===== config.mk =====
export PLATFORM = sky130hd
export DESIGN_NAME = param_bus_arbiter_flat
export DESIGN_NICKNAME = d
export VERILOG_FILES = /design/src/rtl/synth_bus_pkg.sv /design/src/rtl/param_bus_arbiter_if.sv /design/src/rtl/param_rr_pick.sv /design/src/rtl/param_bus_arbiter.sv /design/src/flat_wrapper.sv
export SDC_FILE = /design/constraint.sdc
export NUM_CORES = 1
export LEC_CHECK = 0
export BUFFER_PORTS_ARGS = -buffer_cell sky130_fd_sc_hd__buf_2
export CORE_ASPECT_RATIO = 1.75
export CORE_UTILIZATION = 51
export DETAILED_ROUTE_END_ITERATION = 12
export PLACE_DENSITY = 0.79
export SETUP_SLACK_MARGIN = 0.5
export SYNTH_ARGS = -nofsm -noshare
export SYNTH_HDL_FRONTEND = slang
export SYNTH_SLANG_ARGS = --single-unit

===== constraint.sdc =====
create_clock -name data_clk -period 2.45 [get_ports data_clk]
set_input_delay 0.245 -clock data_clk [delete_from_list [all_inputs] [get_ports data_clk]]
set_output_delay 0.245 -clock data_clk [all_outputs]
set_load 0.005 [all_outputs]

===== src/rtl/synth_bus_pkg.sv =====
// synth_bus_pkg: shared types for the patch-parameter register bus arbiter
package synth_bus_pkg;
  typedef logic [3:0] sel_t;
  localparam sel_t SEL_OSC = 4'b0001;
  localparam sel_t SEL_COM = 4'b0010;
  localparam sel_t SEL_M1  = 4'b0100;
  localparam sel_t SEL_M2  = 4'b1000;
  typedef enum logic [1:0] {IDLE, ISSUE, WAIT, ACK} arb_state_t;
  typedef enum logic {REQ_M, REQ_H} requester_t;
  function automatic logic sel_ok(input sel_t s);
    return (s != '0) && ((s & (s - 4'd1)) == '0);
  endfunction
endpackage


===== src/rtl/param_bus_arbiter_if.sv =====
// param_bus_arbiter_if: requester handshakes plus the downstream parameter register port
interface param_bus_arbiter_if import synth_bus_pkg::*; #(
  parameter int ADR_W  = 7,
  parameter int DATA_W = 8
);
  logic              m_req, m_wr, m_lock, m_ack, m_err;
  logic [ADR_W-1:0]  m_adr;
  sel_t              m_sel;
  logic [DATA_W-1:0] m_wdata, m_rdata;
  logic              h_req, h_wr, h_ack, h_err;
  logic [ADR_W-1:0]  h_adr;
  sel_t              h_sel;
  logic [DATA_W-1:0] h_wdata, h_rdata;
  logic [ADR_W-1:0]  adr;
  logic              write, read, osc_sel, com_sel, m1_sel, m2_sel;
  logic [DATA_W-1:0] synth_data_in, synth_data_out;
  logic              sysex_data_patch_send, busy;
  modport master (
    input  m_req, m_wr, m_adr, m_sel, m_wdata, m_lock,
    input  h_req, h_wr, h_adr, h_sel, h_wdata, synth_data_out,
    output m_ack, m_err, m_rdata, h_ack, h_err, h_rdata,
    output adr, write, read, osc_sel, com_sel, m1_sel, m2_sel,
    output synth_data_in, sysex_data_patch_send, busy
  );
  modport slave (
    output m_req, m_wr, m_adr, m_sel, m_wdata, m_lock,
    output h_req, h_wr, h_adr, h_sel, h_wdata, synth_data_out,
    input  m_ack, m_err, m_rdata, h_ack, h_err, h_rdata,
    input  adr, write, read, osc_sel, com_sel, m1_sel, m2_sel,
    input  synth_data_in, sysex_data_patch_send, busy
  );
endinterface


===== src/rtl/param_rr_pick.sv =====
// param_rr_pick: two-way round-robin pick with an M burst lock bounded by LOCK_MAX
module param_rr_pick import synth_bus_pkg::*; #(
  parameter int LOCK_MAX = 16,
  parameter int CNT_W    = 5
) (
  input  logic             m_req_i,
  input  logic             h_req_i,
  input  logic             m_lock_i,
  input  requester_t       last_i,
  input  logic [CNT_W-1:0] cnt_i,
  output requester_t       gnt_o,
  output logic             lock_hit_o
);
  always_comb begin
    lock_hit_o = m_req_i && h_req_i && m_lock_i && last_i == REQ_M && cnt_i < CNT_W'(LOCK_MAX);
    gnt_o      = !h_req_i ? REQ_M
               : !m_req_i ? REQ_H
               : lock_hit_o ? REQ_M
               : last_i == REQ_M ? REQ_H : REQ_M;
  end
endmodule


===== src/rtl/param_bus_arbiter.sv =====
// param_bus_arbiter: shares the patch-parameter register port between the MIDI/sysex and host requesters
module param_bus_arbiter import synth_bus_pkg::*; #(
  parameter int ADR_W    = 7,
  parameter int DATA_W   = 8,
  parameter int RD_LAT   = 1,
  parameter int LOCK_MAX = 16
) (
  input  logic                data_clk,
  input  logic                reset_data_N,
  param_bus_arbiter_if.master bus
);
  localparam int CNT_W = $clog2(LOCK_MAX + 1);
  arb_state_t        state_q, state_d;
  requester_t        gnt_q, gnt_d, pick;
  logic              arb, lock_hit, in_iss, in_ack;
  logic              wr_q, wr_d, lock_q, lock_d, err_q, err_d;
  logic [ADR_W-1:0]  adr_q, adr_d, badr_d;
  sel_t              sel_q, sel_d, bsel_d;
  logic [DATA_W-1:0] wdata_q, wdata_d, sdi_d, rdata_d;
  logic [CNT_W-1:0]  lcnt_q, lcnt_d;
  logic [2:0]        lat_q, lat_d;
  logic              write_d, read_d, m_ack_d, h_ack_d, send_d;
  param_rr_pick #(.LOCK_MAX(LOCK_MAX), .CNT_W(CNT_W)) u_pick (
    .m_req_i    (bus.m_req),
    .h_req_i    (bus.h_req),
    .m_lock_i   (bus.m_lock),
    .last_i     (gnt_q),
    .cnt_i      (lcnt_q),
    .gnt_o      (pick),
    .lock_hit_o (lock_hit)
  );
  assign arb = state_q == IDLE && (bus.m_req || bus.h_req);
  // gnt_q doubles as last_grant: it only changes when a new winner is latched
  always_comb begin
    gnt_d   = arb ? pick : gnt_q;
    lcnt_d  = arb ? (lock_hit ? lcnt_q + CNT_W'(1) : '0) : lcnt_q;
    wr_d    = arb ? (pick == REQ_M ? bus.m_wr : bus.h_wr) : wr_q;
    adr_d   = arb ? (pick == REQ_M ? bus.m_adr : bus.h_adr) : adr_q;
    sel_d   = arb ? (pick == REQ_M ? bus.m_sel : bus.h_sel) : sel_q;
    wdata_d = arb ? (pick == REQ_M ? bus.m_wdata : bus.h_wdata) : wdata_q;
    lock_d  = arb ? pick == REQ_M && bus.m_lock : lock_q;
    err_d   = arb ? !sel_ok(sel_d) : err_q;
    state_d = state_q == IDLE  ? (arb ? (err_d ? ACK : ISSUE) : IDLE)
            : state_q == ISSUE ? (wr_q ? ACK : WAIT)
            : state_q == WAIT  ? (lat_q == 3'd1 ? ACK : WAIT)
            : IDLE;
    lat_d   = state_q == ISSUE ? 3'(RD_LAT) : state_q == WAIT ? lat_q - 3'd1 : lat_q;
  end
  // outputs are decoded from the next state so every pin comes straight from a flop
  always_comb begin
    in_iss  = state_d == ISSUE;
    in_ack  = state_d == ACK;
    badr_d  = in_iss ? adr_d : '0;
    bsel_d  = in_iss ? sel_d : '0;
    write_d = in_iss && wr_d;
    read_d  = in_iss && !wr_d;
    sdi_d   = write_d ? wdata_d : '0;
    rdata_d = in_ack && state_q == WAIT ? bus.synth_data_out : '0;
    m_ack_d = in_ack && gnt_d == REQ_M;
    h_ack_d = in_ack && gnt_d == REQ_H;
    send_d  = state_d != IDLE && lock_d;
  end
  always_ff @(posedge data_clk or negedge reset_data_N) begin
    if (!reset_data_N) begin
      state_q                   <= IDLE;
      gnt_q                     <= REQ_H;
      lcnt_q                    <= '0;
      wr_q                      <= 1'b0;
      adr_q                     <= '0;
      sel_q                     <= '0;
      wdata_q                   <= '0;
      lock_q                    <= 1'b0;
      err_q                     <= 1'b0;
      lat_q                     <= '0;
      bus.adr                   <= '0;
      bus.write                 <= 1'b0;
      bus.read                  <= 1'b0;
      bus.osc_sel               <= 1'b0;
      bus.com_sel               <= 1'b0;
      bus.m1_sel                <= 1'b0;
      bus.m2_sel                <= 1'b0;
      bus.synth_data_in         <= '0;
      bus.m_ack                 <= 1'b0;
      bus.m_err                 <= 1'b0;
      bus.m_rdata               <= '0;
      bus.h_ack                 <= 1'b0;
      bus.h_err                 <= 1'b0;
      bus.h_rdata               <= '0;
      bus.sysex_data_patch_send <= 1'b0;
      bus.busy                  <= 1'b0;
    end else begin
      state_q                   <= state_d;
      gnt_q                     <= gnt_d;
      lcnt_q                    <= lcnt_d;
      wr_q                      <= wr_d;
      adr_q                     <= adr_d;
      sel_q                     <= sel_d;
      wdata_q                   <= wdata_d;
      lock_q                    <= lock_d;
      err_q                     <= err_d;
      lat_q                     <= lat_d;
      bus.adr                   <= badr_d;
      bus.write                 <= write_d;
      bus.read                  <= read_d;
      bus.osc_sel               <= |(bsel_d & SEL_OSC);
      bus.com_sel               <= |(bsel_d & SEL_COM);
      bus.m1_sel                <= |(bsel_d & SEL_M1);
      bus.m2_sel                <= |(bsel_d & SEL_M2);
      bus.synth_data_in         <= sdi_d;
      bus.m_ack                 <= m_ack_d;
      bus.m_err                 <= m_ack_d && err_d;
      bus.m_rdata               <= m_ack_d ? rdata_d : '0;
      bus.h_ack                 <= h_ack_d;
      bus.h_err                 <= h_ack_d && err_d;
      bus.h_rdata               <= h_ack_d ? rdata_d : '0;
      bus.sysex_data_patch_send <= send_d;
      bus.busy                  <= state_d != IDLE;
    end
  end
endmodule


===== src/flat_wrapper.sv =====
// flat-port wrapper written by rule: the top's interface ports become plain ports
module param_bus_arbiter_flat import synth_bus_pkg::*;
#(
  parameter int ADR_W    = 7,
  parameter int DATA_W   = 8,
  parameter int RD_LAT   = 1,
  parameter int LOCK_MAX = 16
)
  (data_clk, reset_data_N, bus_m_req, bus_m_wr, bus_m_adr, bus_m_sel, bus_m_wdata, bus_m_lock, bus_h_req, bus_h_wr, bus_h_adr, bus_h_sel, bus_h_wdata, bus_synth_data_out, bus_m_ack, bus_m_err, bus_m_rdata, bus_h_ack, bus_h_err, bus_h_rdata, bus_adr, bus_write, bus_read, bus_osc_sel, bus_com_sel, bus_m1_sel, bus_m2_sel, bus_synth_data_in, bus_sysex_data_patch_send, bus_busy);
  param_bus_arbiter_if #(.ADR_W(ADR_W), .DATA_W(DATA_W)) bus_i ();
  input  logic data_clk;
  input  logic reset_data_N;
  input wire logic [$bits(bus_i.m_req)-1:0] bus_m_req;
  input wire logic [$bits(bus_i.m_wr)-1:0] bus_m_wr;
  input wire logic [$bits(bus_i.m_adr)-1:0] bus_m_adr;
  input wire logic [$bits(bus_i.m_sel)-1:0] bus_m_sel;
  input wire logic [$bits(bus_i.m_wdata)-1:0] bus_m_wdata;
  input wire logic [$bits(bus_i.m_lock)-1:0] bus_m_lock;
  input wire logic [$bits(bus_i.h_req)-1:0] bus_h_req;
  input wire logic [$bits(bus_i.h_wr)-1:0] bus_h_wr;
  input wire logic [$bits(bus_i.h_adr)-1:0] bus_h_adr;
  input wire logic [$bits(bus_i.h_sel)-1:0] bus_h_sel;
  input wire logic [$bits(bus_i.h_wdata)-1:0] bus_h_wdata;
  input wire logic [$bits(bus_i.synth_data_out)-1:0] bus_synth_data_out;
  output wire logic [$bits(bus_i.m_ack)-1:0] bus_m_ack;
  output wire logic [$bits(bus_i.m_err)-1:0] bus_m_err;
  output wire logic [$bits(bus_i.m_rdata)-1:0] bus_m_rdata;
  output wire logic [$bits(bus_i.h_ack)-1:0] bus_h_ack;
  output wire logic [$bits(bus_i.h_err)-1:0] bus_h_err;
  output wire logic [$bits(bus_i.h_rdata)-1:0] bus_h_rdata;
  output wire logic [$bits(bus_i.adr)-1:0] bus_adr;
  output wire logic [$bits(bus_i.write)-1:0] bus_write;
  output wire logic [$bits(bus_i.read)-1:0] bus_read;
  output wire logic [$bits(bus_i.osc_sel)-1:0] bus_osc_sel;
  output wire logic [$bits(bus_i.com_sel)-1:0] bus_com_sel;
  output wire logic [$bits(bus_i.m1_sel)-1:0] bus_m1_sel;
  output wire logic [$bits(bus_i.m2_sel)-1:0] bus_m2_sel;
  output wire logic [$bits(bus_i.synth_data_in)-1:0] bus_synth_data_in;
  output wire logic [$bits(bus_i.sysex_data_patch_send)-1:0] bus_sysex_data_patch_send;
  output wire logic [$bits(bus_i.busy)-1:0] bus_busy;
  assign bus_i.m_req = bus_m_req;
  assign bus_i.m_wr = bus_m_wr;
  assign bus_i.m_adr = bus_m_adr;
  assign bus_i.m_sel = bus_m_sel;
  assign bus_i.m_wdata = bus_m_wdata;
  assign bus_i.m_lock = bus_m_lock;
  assign bus_i.h_req = bus_h_req;
  assign bus_i.h_wr = bus_h_wr;
  assign bus_i.h_adr = bus_h_adr;
  assign bus_i.h_sel = bus_h_sel;
  assign bus_i.h_wdata = bus_h_wdata;
  assign bus_i.synth_data_out = bus_synth_data_out;
  assign bus_m_ack = bus_i.m_ack;
  assign bus_m_err = bus_i.m_err;
  assign bus_m_rdata = bus_i.m_rdata;
  assign bus_h_ack = bus_i.h_ack;
  assign bus_h_err = bus_i.h_err;
  assign bus_h_rdata = bus_i.h_rdata;
  assign bus_adr = bus_i.adr;
  assign bus_write = bus_i.write;
  assign bus_read = bus_i.read;
  assign bus_osc_sel = bus_i.osc_sel;
  assign bus_com_sel = bus_i.com_sel;
  assign bus_m1_sel = bus_i.m1_sel;
  assign bus_m2_sel = bus_i.m2_sel;
  assign bus_synth_data_in = bus_i.synth_data_in;
  assign bus_sysex_data_patch_send = bus_i.sysex_data_patch_send;
  assign bus_busy = bus_i.busy;
  param_bus_arbiter #(.ADR_W(ADR_W), .DATA_W(DATA_W), .RD_LAT(RD_LAT), .LOCK_MAX(LOCK_MAX)) u_core (.data_clk(data_clk), .reset_data_N(reset_data_N), .bus(bus_i));
endmodule

======== Word-level counts from Yosys, hierarchy flattened ========
Cells that the tools add are included.
storage, ports and cells
  bits in registers ....................... 76
  output and inout port bits .............. 43
  logic and storage cells ................. 93
operators by class
  add/subtract/negate cells ............... 3
  order comparisons ....................... 1
  equality and inequality tests ........... 5
  multiplexer cells ....................... 31
  bitwise logic cells ..................... 4
  reductions and logical operators ........ 23
operators by type and width
  operator             count
  $mux 8               6
  $mux 7               3
  $logic_and 1x1->1    15
  $mux 4               3
  $mux 1               11
  $mux 2               5
  $mux 3               2
  $add 5x1->5 const B  1
  $lt 5x5->1 const B   1
  $mux 5               1
  $and 4x4->4          1
  $eq 2x1->1 const B   2
  $eq 2x2->1 const B   2
  $logic_not 4->1      1
  $reduce_bool 2->1    2
  $reduce_bool 4->1    1
  $sub 4x1->4 const B  1
  $eq 3x1->1 const B   1
  $not 1->1            3
  $sub 3x1->3 const B  1
  $logic_not 1->1      2
  $logic_not 2->1      1
  $logic_or 1x1->1     1

======== Longest topological paths before layout ========
  word-level depth ........................ 22
  gate-level depth with buffers ........... 12
  depth with buffers taken out ............ 10

======== By module ========
Synthesis repeated with hierarchy kept, for this count alone.
unflattened totals
  cell total of the unflattened synthesis .. 282
  area, all modules ....................... 3206.8 sq um
modules (own cells, without submodules)
  module             instances  cells each  area each (sq um)  sequential area each (sq um)
  param_bus_arbiter  1          277         3166.8             1903.1
  param_rr_pick      1          5           40.0               0.0

======== Worst setup path before layout ========
OpenSTA, ideal clock, no wires.
  kind .................................... flip-flop to flip-flop
  start point ............................. register u_core.state_q[0]
  end point ............................... register u_core.bus.m_err
  setup time .............................. 0.122 ns
  arrival time ............................ 2.106 ns
  data required time ...................... 2.328 ns
  path slack .............................. 0.223 ns
  stages on the path, launching flop included .. 12
  path buffers ............................ 2
  cell sequence ........................... dfrtp_1 inv_1 ha_1 clkbuf_2 o21a_1 buf_2 nand2_1 o211ai_2 xor2_1 a32oi_2 nand2_1 a2111oi_1
on the way
  longest elaborated chain between the ends .. 15
ends and longest elaborated chain
  element                   line                        RTL
  start: declaration        param_bus_arbiter.sv:13     arb_state_t state_q, state_d;
  start signal: assignment  param_bus_arbiter.sv:92     state_q <= state_d;
  $logic_not 2->1 *         param_bus_arbiter.sv:32     assign arb = state_q == IDLE && (bus.m_req || bus.h_req);
  $logic_and 1x1->1 *       param_bus_arbiter.sv:32
  $mux 4 *                  param_bus_arbiter.sv:39     sel_d = arb ? (pick == REQ_M ? bus.m_sel : bus.h_sel) : sel_q;
  net u_core.sel_d[0]       param_bus_arbiter.sv:18     sel_t sel_q, sel_d, bsel_d;
  $sub 4x1->4               synth_bus_pkg.sv:11         return (s != '0) && ((s & (s - 4'd1)) == '0);
  $and 4x4->4               synth_bus_pkg.sv:11
  $logic_not 4->1           synth_bus_pkg.sv:11
  $logic_and 1x1->1 *       synth_bus_pkg.sv:11
  $logic_not 1->1 *         param_bus_arbiter.sv:42     err_d = arb ? !sel_ok(sel_d) : err_q;
  $mux 1 *                  param_bus_arbiter.sv:42
  $mux 2 (3 in a row)       param_bus_arbiter.sv:43     state_d = state_q == IDLE ? (arb ? (err_d ? ACK : ISSUE) : IDLE)
  $eq 2x2->1                param_bus_arbiter.sv:52     in_ack = state_d == ACK;
  $logic_and 1x1->1         param_bus_arbiter.sv:59     m_ack_d = in_ack && gnt_d == REQ_M;
  $logic_and 1x1->1 *       param_bus_arbiter.sv:111    bus.m_err <= m_ack_d && err_d;
  end signal: assignment    param_bus_arbiter.sv:111
  end: declaration          param_bus_arbiter_if.sv:21  output m_ack, m_err, m_rdata, h_ack, h_err, h_rdata,
Mark *: on every way through the listed nets, which the timed path passes. The rest lies on a longest branch.
A chain may end at the register's enable or synchronous reset.

======== Worst setup path in the final report ========
  start point ............................. register u_core.gnt_q
  end point ............................... register u_core.bus.m1_sel
on the way
  longest elaborated chain between the ends .. 19
ends and longest elaborated chain
  element                         line                        RTL
  start: declaration              param_bus_arbiter.sv:14     requester_t gnt_q, gnt_d, pick;
  start signal: assignment        param_bus_arbiter.sv:93     gnt_q <= gnt_d;
  $not 1->1                       --
  $logic_and 1x1->1 (2 in a row)  param_rr_pick.sv:15         lock_hit_o = m_req_i && h_req_i && m_lock_i && last_i == REQ_M && cnt_i < CNT_W'(LOCK_MAX);
  $mux 1 *                        param_rr_pick.sv:18         : lock_hit_o ? REQ_M
  $mux 1 *                        param_rr_pick.sv:17         : !m_req_i ? REQ_H
  $mux 1 *                        param_rr_pick.sv:16         gnt_o = !h_req_i ? REQ_M
  $mux 4 * (2 in a row)           param_bus_arbiter.sv:39
  net u_core.sel_d[1]             param_bus_arbiter.sv:18
  $sub 4x1->4                     synth_bus_pkg.sv:11
  $and 4x4->4                     synth_bus_pkg.sv:11
  $logic_not 4->1                 synth_bus_pkg.sv:11
  $logic_and 1x1->1 *             synth_bus_pkg.sv:11
  $logic_not 1->1 *               param_bus_arbiter.sv:42
  $mux 1 *                        param_bus_arbiter.sv:42
  $mux 2 * (3 in a row)           param_bus_arbiter.sv:43
  $eq 2x1->1 *                    param_bus_arbiter.sv:51     in_iss = state_d == ISSUE;
  $mux 4 *                        param_bus_arbiter.sv:54     bsel_d = in_iss ? sel_d : '0;
  net u_core.bsel_d[2]            param_bus_arbiter.sv:18
  end signal: assignment          param_bus_arbiter.sv:107    bus.m1_sel <= |(bsel_d & SEL_M1);
  end: declaration                param_bus_arbiter_if.sv:22  output adr, write, read, osc_sel, com_sel, m1_sel, m2_sel,
Marked as above.

==> impl_metrics.yaml <==
status:
  status: "finished, final reports clean"
placed_design:
  dpl.hpwl_um: 4750
  gp_congestion: 0.905
  io_buffers: 95
  post_dp_cell_area_um2: 3830
clock_tree:
  cts_htree_levels: 3
  path_clk_slew_ps: 70
  cts_tree: "built"
  insertion_delay_ps: 340
  cts-root-buf: "clkbuf_8"
  hold_buffers: 0
  cts.sinks: 76
  cts_made_buffers: 9
  cts_buffer_depth: 2
finish:
  regArea_um2: 1900
  post_route_cells_drive_above_1_share_pct: 46.6
  n_antenna_cell: 0
  final_core_util_pct: 73.8
  fin_area_um2: 4370
  nets: 451
  area_growth_pct: 38.0
  multi_input_area_um2: 1380
  fillCellCount: 407
routing:
  ant_nets: 0
  dr_total_vias: 2521
  drt_wl_total_um: 7630
  via_per_inst: 5.33
  firstDrtPassIters: 4
  drc_errors: 0
  drtIter0Drc: 63
  wl_per_cell_um: 16.1
synthesis:
  syn_area_per_cell_um2: 11.5
  ys_seq_area_share_pct: 60.0
  synth-compound-area-share_pct: 11.4
  ys_seq_elements: 76
  synthXorXnorAreaFrac_pct: 0.276
  muxShareOfSynthArea_pct: 5.37
  synthSimpleGateAreaFrac_pct: 17.3
  synth_warnings: 0
  synthAdderAreaFrac_pct: 2.37
  synth.net_count: 334
  synthesis.area_um2: 3170
  ys_types: 44
  synth_top_family_by_area: "simple AND/OR/NAND/NOR gates"
  syn_inst: 275
global_route:
  grtUsageMet2_pct: 41.5
  grt_max_degree: 77
  gr-usage-all-layers_pct: 24.5
  top_usage_layer: "met2"
  grt_use_met3_pct: 5.23
  antenna_found_initial: 0
  met1_usage_pct: 27.5
  first_global_vias: 2550
  grt_overflow: 0
  grt_pass1_wl_um: 11600
timing:
  rsz0062_at_grt: "yes"
  hold_violations: 0
  period_share_pct: 92.5
  setup_tns_ps: 0
  slew_headroom_pct: 38.6
  post-route-min-period_ps: 2270
  setup_viol: 0
  worst_pin_slew_ps: 920
  fmax_mhz: 441
  clock_skew_ps: 7.30
  slew_viol_final: 0
power_and_ir_drop:
  pwr-share-comb_pct: 45.6
  power.switching_uw: 2040
  internal-power_uw: 3660
  p_per_area_nw_per_um2: 1300
  swShare_pct: 35.8
  p_total_uw: 5700
  p_leak_uw: 0.00236
  clockPowerShare_pct: 22.7
  p_seq_share_pct: 31.7
  vdd_ir_drop_max_v: 0.000721
floorplanning:
  ios: 96
  die_area_um2: 6550
  start_util_pct: 53.5
  fp.coreArea_um2: 5930
  fp-row-count: 37
  die_x_um: 61.6
  dieHeight_um: 106
hold_path:
  min_path_type: "input port to async pin"
setup_path:
  cp_cell_sequence: "nand2b_4, a2bb2oi_4, buf_12, o211ai_4, nor4b_4, o21ai_2, a21oi_2, buf_4, and2_4"
  cp_max_fo: 7
  path_class: "flip-flop to flip-flop"
  crit_path_end_kind: "flip-flop"
  slowest_stage: "dfstp_2"
  slowest_delay_ps: 540
  crit_arrival_ps: 2550
  cp.required_ps: 2730
  start_kind: "flip-flop"
run:
  max_cap_viol_count: 0
-- final timing paths --
check	slack, ps	depth (start not counted)	from	endpoint
setup / recovery	180	9	u_core.gnt_q$_DFF_PN1_	u_core.bus.m1_sel$_DFF_PN0_
hold reg to reg	480	2	u_core.adr_q[2]$_DFF_PN0_	u_core.adr_q[2]$_DFF_PN0_
hold / removal	20	1	reset_data_N	u_core.lat_q[1]$_DFFE_PN0P_
setup reg to reg	180	9	u_core.gnt_q$_DFF_PN1_	u_core.bus.m1_sel$_DFF_PN0_
max in group asynchronous	1820	1	reset_data_N	u_core.lcnt_q[4]$_DFFE_PN0P_
min in group data_clk	150	2	bus_synth_data_out[4]	u_core.bus.h_rdata[4]$_DFF_PN0_
-- critical path: cells and delay by family (launching register included) --
family,cells,cell delay (ps)
and+or+nand+nor,3,670
AOI/OAI and AO/OA,4,650
DFF,1,540
buffers and inverters,2,340
-- synth_stat cells (all sizes together) --
cell | count | share of area (%)
a2111oi | 1 | 0.32
nand3 | 4 | 0.63
a2bb2oi | 1 | 0.83
a21oi | 4 | 0.75
o2111ai | 4 | 1.3
nand2 | 38 | 4.5
buf | 9 | 1.7
nor2b | 4 | 0.87
dfrtp | 75 | 59
dfstp | 1 | 0.83
inv | 7 | 0.83
a32oi | 1 | 0.51
nand4 | 1 | 0.20
a21o | 1 | 0.24
and3 | 25 | 4.9
o211ai | 4 | 1.6
a211oi | 1 | 0.24
nor2 | 6 | 0.71
o21a | 2 | 0.47
o31ai | 1 | 0.24
and2 | 13 | 2.6
ha | 6 | 2.4
a31oi | 1 | 0.20
nand2b | 3 | 0.67
clkbuf | 6 | 0.75
o21ai | 28 | 4.4
nor4bb | 1 | 0.32
nor3 | 5 | 0.95
nor4b | 1 | 0.47
xor2 | 1 | 0.28
or2 | 1 | 0.20
a32o | 1 | 0.32
nor3b | 1 | 0.24
mux2i | 17 | 5.4
-- cell type report --
class / instances / share of cell area, %
clock buffer: 9 / 2.83
clock inverter: 5 / 3.43
timing repair buffer: 121 / 15.9
inverter: 7 / 0.601
multi-input combinational: 177 / 31.5
sequential: 76 / 43.5
tap: 78 / 2.23
-- state kept, by name (all words and copies together), names as in the netlist, 2 cells and up --
signal	cells
u_core.bus.m_rdata	8
u_core.lcnt_q	5
u_core.wdata_q	8
u_core.bus.synth_data_in	8
u_core.bus.adr	7
u_core.adr_q	7
u_core.sel_q	4
u_core.lat_q	3
u_core.state_q	2
u_core.bus.h_rdata	8
-- stage by stage --
stage          worst slack, ps  instances  hold WS, ps
6_report                   184        473         19.4
5_1_grt                   73.1        473          122
3_3_place_gp               238        443          434
3_5_place_dp               154        443          435
4_1_cts                    259        471         66.6
2_1_floorplan              293        275        -50.6
-- metal layers --
layer | vias up | part of all wire (%)
met1 | 1213 | 37
li1 | 1181 | -
met3 | 23 | 4.5
met5 | - | 0
met4 | 0 | 3.6
met2 | 104 | 55
-- logic make-up (layout without fill, tap and decap cells) --
| group | Yosys count | after routing |
|---|---|---|
| fa+ha+maj | 6 | 6 |
| xor+xnor | 1 | 1 |
| mux | 17 | 17 |
| compound gates | 50 | 50 |
| buf+inv | 22 | 142 |
| flops | 76 | 76 |
| simple gates | 103 | 103 |
-- power groups by stage --
stage / clock network [uW] / registers [uW] / logic (uW)
6_report: 1300 / 1810 / 2600
5_1_grt: 1350 / 1840 / 2830
4_1_cts: 1310 / 1800 / 2400
3_5_place_dp: 0 / 1820 / 2020
3_3_place_gp: 0 / 1810 / 1960
2_1_floorplan: 0 / 1820 / 1380
-- what timing repair did --
item	CTS	global route
setup endpoints to repair	43	44
gates resized for setup	24	11
buffers inserted	13	2
cloned	1	0
pin swaps	23	13
-- layout by cell type, fill, tap and decap left out, types with 2 or more instances in the layout --
cell and n:
a21oi_1 3, and2_1 9, and2_4 4, and3_1 19, and3_4 6, buf_2 94
buf_4 24, buf_6 2, bufinv_16 5, clkbuf_8 9, dfrtp_1 75, ha_1 5
inv_1 5, inv_2 2, mux2i_1 17, nand2_1 31, nand2_2 7, nand2b_1 2
nand3_1 4, nor2_1 4, nor2_2 2, nor2b_1 2, nor3_1 3, o2111ai_1 2
o2111ai_2 2, o211ai_4 4, o21ai_0 24, o21ai_2 2, o21ai_4 2
Power figures use the tool's default switching activity.
